File: config.mk
export PLATFORM = sky130hd
export DESIGN_NAME = message_seq_ctrl
export DESIGN_NICKNAME = d
export VERILOG_FILES = /design/src/rtl/message_seq_ctrl.sv
export SDC_FILE = /design/constraint.sdc
export NUM_CORES = 1
export LEC_CHECK = 0
export ABC_CLOCK_PERIOD_IN_PS = 4400
export BUFFER_PORTS_ARGS = -buffer_cell sky130_fd_sc_hd__buf_2
export CAP_MARGIN = 20
export CELL_PAD_IN_SITES_DETAIL_PLACEMENT = 1
export CELL_PAD_IN_SITES_GLOBAL_PLACEMENT = 1
export CORE_MARGIN = 4
export CORE_UTILIZATION = 30
export CTS_CLUSTER_SIZE = 8
export DETAILED_ROUTE_END_ITERATION = 8
export GPL_TIMING_DRIVEN = 0
export PLACE_DENSITY = 0.58
export SKIP_LAST_GASP = 1
export SYNTH_ARGS = -nofsm -noshare
export SYNTH_HDL_FRONTEND = slang
export SYNTH_SLANG_ARGS = --single-unit
File: constraint.sdc
create_clock -name clk -period 4.4 [get_ports clk]
set_clock_uncertainty 0.2 [all_clocks]
set_input_delay 0.66 -clock clk [delete_from_list [all_inputs] [get_ports clk]]
set_output_delay 0.66 -clock clk [all_outputs]
set_load 0.01 [all_outputs]
File: src/rtl/message_seq_ctrl.sv
// Chip/bit address sequencer for message_gen: PPS-started frames of
// MESSAGE_LEN bits, each bit spanning PCODE_REPEATS p-code periods.
module message_seq_ctrl #(
  parameter int unsigned PCODE_LEN     = 40920,
  parameter int unsigned PCODE_REPEATS = 10,
  parameter int unsigned MESSAGE_LEN   = 120
) (
  input  logic                           clk,
  input  logic                           rst,
  input  logic                           arm,
  input  logic                           abort,
  input  logic                           continuous,
  input  logic                           resync_en,
  input  logic                           pps,
  input  logic                           dac_valid,
  output logic [$clog2(PCODE_LEN)-1:0]   pcode_addr,
  output logic [$clog2(MESSAGE_LEN)-1:0] msg_addr,
  output logic                           running,
  output logic                           frame_start,
  output logic                           frame_done,
  output logic                           tstamp_patch_req,
  output logic                           sync_err
);

  localparam int unsigned CHIP_W = $clog2(PCODE_LEN);
  localparam int unsigned BIT_W  = $clog2(MESSAGE_LEN);
  localparam int unsigned REP_W  = (PCODE_REPEATS > 1) ? $clog2(PCODE_REPEATS) : 1;

  localparam logic [CHIP_W-1:0] CHIP_MAX = CHIP_W'(PCODE_LEN - 1);
  localparam logic [REP_W-1:0]  REP_MAX  = REP_W'(PCODE_REPEATS - 1);
  localparam logic [BIT_W-1:0]  BIT_MAX  = BIT_W'(MESSAGE_LEN - 1);
  localparam logic [CHIP_W-1:0] CHIP_ONE = CHIP_W'(1);
  localparam logic [REP_W-1:0]  REP_ONE  = REP_W'(1);
  localparam logic [BIT_W-1:0]  BIT_ONE  = BIT_W'(1);

  typedef enum logic [1:0] {
    S_IDLE,
    S_ARMED,
    S_RUN
  } state_t;

  state_t             state, state_n;
  logic [CHIP_W-1:0]  chip_n;
  logic [REP_W-1:0]   rep, rep_n;
  logic [BIT_W-1:0]   bit_n;
  logic               frame_start_n;
  logic               frame_done_n;
  logic               sync_err_n;
  logic               at_zero;
  logic               last_chip;
  logic               last_rep;
  logic               last_bit;
  logic               frame_end;

  assign at_zero   = (pcode_addr == '0) && (rep == '0) && (msg_addr == '0);
  assign last_chip = (pcode_addr == CHIP_MAX);
  assign last_rep  = (rep == REP_MAX);
  assign last_bit  = (msg_addr == BIT_MAX);
  assign frame_end = dac_valid && last_chip && last_rep && last_bit;

  always_comb begin
    state_n       = state;
    chip_n        = pcode_addr;
    rep_n         = rep;
    bit_n         = msg_addr;
    frame_start_n = 1'b0;
    frame_done_n  = 1'b0;
    sync_err_n    = sync_err;

    if (abort) begin
      state_n = S_IDLE;
      chip_n  = '0;
      rep_n   = '0;
      bit_n   = '0;
    end else begin
      case (state)
        S_IDLE: begin
          chip_n = '0;
          rep_n  = '0;
          bit_n  = '0;
          if (arm) begin
            state_n    = S_ARMED;
            sync_err_n = 1'b0;
          end
        end

        S_ARMED: begin
          chip_n = '0;
          rep_n  = '0;
          bit_n  = '0;
          if (pps) begin
            state_n       = S_RUN;
            frame_start_n = 1'b1;
          end
        end

        S_RUN: begin
          // A PPS is aligned when the frame is at its first chip or wraps this beat.
          if (resync_en && pps && !at_zero && !frame_end) begin
            sync_err_n    = 1'b1;
            chip_n        = '0;
            rep_n         = '0;
            bit_n         = '0;
            frame_start_n = 1'b1;
          end else if (dac_valid) begin
            if (frame_end) begin
              frame_done_n = 1'b1;
              chip_n       = '0;
              rep_n        = '0;
              bit_n        = '0;
              if (continuous) begin
                frame_start_n = 1'b1;
              end else begin
                state_n = S_IDLE;
              end
            end else if (last_chip) begin
              chip_n = '0;
              if (last_rep) begin
                rep_n = '0;
                bit_n = msg_addr + BIT_ONE;
              end else begin
                rep_n = rep + REP_ONE;
              end
            end else begin
              chip_n = pcode_addr + CHIP_ONE;
            end
          end
        end

        default: begin
          state_n = S_IDLE;
          chip_n  = '0;
          rep_n   = '0;
          bit_n   = '0;
        end
      endcase
    end
  end

  always_ff @(posedge clk or negedge rst) begin
    if (!rst) begin
      state            <= S_IDLE;
      pcode_addr       <= '0;
      rep              <= '0;
      msg_addr         <= '0;
      running          <= 1'b0;
      frame_start      <= 1'b0;
      frame_done       <= 1'b0;
      tstamp_patch_req <= 1'b0;
      sync_err         <= 1'b0;
    end else begin
      state            <= state_n;
      pcode_addr       <= chip_n;
      rep              <= rep_n;
      msg_addr         <= bit_n;
      running          <= (state_n == S_RUN);
      frame_start      <= frame_start_n;
      frame_done       <= frame_done_n;
      tstamp_patch_req <= frame_start_n;
      sync_err         <= sync_err_n;
    end
  end

endmodule
==> impl_results.md <==
- Gr usage total: between 10% and 20%
- Outcome: completed
- Min Hold Slack: 248 ps
- CP Launch Type: register
- Initial core utilization: 31.0%
- Setup Fix Bufs, Post-CTS: 0
- R2r startpoint: pcode_addr[3]$_DFFE_PN0P_
- 1st-iter DRT viols: 58
- Dpl hpwl: a little over 5000 µm
- Switch Pwr: 0.169 mW
- Largest buffer count on any clock path: 2
- Share of layout cells above drive strength 1: roughly 20%
- Drt pass-1 iters: 4
- # hold bufs at CTS: 0
- Final hold violation count: 0
- Slowest-stage cell, CP: nor4_1
- GPL Wtd Cong: ~0.75
- R2R depth: 5
- RSZ-0062 raised after global routing: false
- Inst Count DP: 384
- Number of global-route vias before repair: ~2.2k
- Setup_tns: 0 ps
- R2r setup slk: around 1700 ps
- Crit-path max cell delay: 800 ps
- Clk slew on worst S/H paths: ~80 ps
- Die ar.: between 9000 and 10000 µm²
- Most common cell after layout, fill and taps aside: buf_2
- Reg2reg end: state[0]$_DFF_PN0_
- Sw frac: 23.4%
- Grt total ovfl: 0
- Synth Warn #: 0
- Synthesized Nets: between 200 and 300
- CTS root buffer: clkbuf_8
- Max Cap Viol: 0
- FFs w/ async S/R, synth: 100%
- Worst path arrival time: 2720 ps
- Layout Area Growth over Synthesis: 18.8%
- Sequential-to-total area share from yosys stat: 36.3%
- Seq pwr share: 42.7%
- Power Dens Cells: 268 nW/µm²
- DRC: 0
- Die H: 95.1 µm
- Filler cells: 884
- Distinct cells, synth: 46
- Logic gate share of total power: 9.1%
- Clk sinks: 33
- Int Power: around 0.56 mW
- CTS resizes: 0
- Post-Route WL: about 7000 µm
- DR WL/cell: between 15 and 20 µm
- H-tree levels: 2
- Min-delay worst type: primary input to asynchronous set/reset pin
- First-pass GRT wire length: around 12000 µm
- Pin count of the biggest net entering global routing: 34
- Peak VDD IR: 0.000117 V
- Clk_lat worst skew: ~290 ps
- Critical path, cell by cell: or4_4, nor4_1, a31o_2, o22ai_1, nor3b_1
- Ant. Diodes: 0
- Post-synth EDFFs: 0
- Cell Area, Synth: about 2300 µm²
- Worst Path Required: 4380 ps
- Core area: 7330 µm²
- Seq cells post-synth: 33
- Die W: 95.1 µm
- Critical-path maximum fanout: 8
- CP Capture Type: register
- Post-Syn Instances: about 250
- Max_slew headroom: 38.7%
- TritonCTS Buffers: 5
- Fin. max-slew vios: 0
- Via count: between 2k and 2.5k
- Final min period: 2740 ps
- Nets: 311
- FMAX: between 300 and 400 MHz
- Initial antenna violation count: 0
- Syn avg cell area: between 9 and 10 µm²
- Most frequent cells in the layout: 37 x buf_2, 33 x nand3_1, 33 x dfrtp_1
- WS Path Type: register to register
- Boundary Pins: 36
- Final non-filler cell total: between 300 and 400
- Setup crit start: pcode_addr[3]$_DFFE_PN0P_
- # port buffers: 34
- Setup-failing EPs final: 0
- Final ANT Viol Nets: 0
- FP Rows: 31
- Vias per cell: 5.30
- Most used DFF post-synth: dfrtp_1
- CTS tree: done
- P_leak: 1.15 nW
- Share of power burned in the clock network: 48.2%
- Final period utilization: 62.2%
- Worst slew pin tran: 912 ps
[final cells by class]
type                       instances  area [µm²]  area share, %
sequential                        33         826           30.5
inverter                          17        63.8           2.36
clock inverter                     3        65.1           2.41
multi-input combinational        186        1270           46.8
buffer                            15         120           4.44
tap                               99         124           4.58
timing repair buffer              34         170           6.29
clock buffer                       5        68.8           2.55
[state kept, by name (all words and copies together), names as in the netlist]
name / count
pcode_addr: 16
msg_addr: 7
rep: 4
state: 2
frame_done: 1
running: 1
sync_err: 1
tstamp_patch_req: 1
[worst max-delay path by stage]
stage	endpoint	slack, ps	cells past startpoint
final	state[0]$_DFF_PN0_	1660	5
after CTS	state[0]$_DFF_PN0_	1670	5
after global placement	state[0]$_DFF_PN0_	1710	5
after global routing	msg_addr[4]$_DFFE_PN0P_	1540	6
after floorplan	msg_addr[2]$_DFFE_PN0P_	2050	9
after detailed placement	state[0]$_DFF_PN0_	1680	5
[cells in the mapped netlist, types with 6 or more instances]
master / number / share of area, %
inv_1: 17 / 2.8
nand4_1: 7 / 1.9
ha_1: 11 / 6.0
a21oi_1: 20 / 4.4
buf_6: 6 / 3.0
nand3_1: 33 / 7.3
nor2_1: 8 / 1.3
dfrtp_1: 33 / 36
nand3b_1: 18 / 5.9
nor3_1: 6 / 1.3
mux2i_1: 17 / 7.5
nand2_1: 12 / 2.0
[routing by layer]
layer  routed length (µm)  up-vias  GRT usage (%)  share of wire [%]
met2                 3240       50           27.8                 46
met3                  290        7           2.92                4.2
met4                   73        0           4.33                1.0
met5                    0        -              0                  0
met1                 3360     1021           22.7                 48
li1                     -     1001              -                  -
[logic make-up after synthesis]
kind of cell             share of synthesized area, %
XOR/XNOR                                        0.770
AND/OR/NAND/NOR                                  28.9
adder cells (fa/ha/maj)                          6.05
buffers and inverters                            8.08
flip-flops                                       36.3
AO/OA/AOI/OAI                                    12.0
multiplexers                                     7.97
[critical path, delay by kind of cell, from the launching register on]
family	cells	cell delay, ps
flip-flops	1	470
AO/OA/AOI/OAI	2	390
AND/OR/NAND/NOR	3	1570
[through the flow]
stage	worst slack, ps	area, µm²	util [%]	power (mW)
6_report	1660	2700	36.9	0.725
5_1_grt	1540	2700	36.9	0.755
4_1_cts	1670	2700	36.9	0.736
3_5_place_dp	1680	2570	35.1	0.383
3_3_place_gp	1710	2570	35.1	0.382
2_1_floorplan	2050	2280	-	0.357
[power by group through the flow]
| stage | combinational [mW] | clock, mW | sequential, mW |
|---|---|---|---|
| finish | 0.0661 | 0.350 | 0.309 |
| CTS | 0.0676 | 0.359 | 0.309 |
| floorplan | 0.0414 | 0 | 0.315 |
| detailed placement | 0.0674 | 0 | 0.315 |
| global route | 0.0749 | 0.370 | 0.310 |
| global placement | 0.0665 | 0 | 0.315 |
Note: power is estimated with default switching activity, not from simulation.
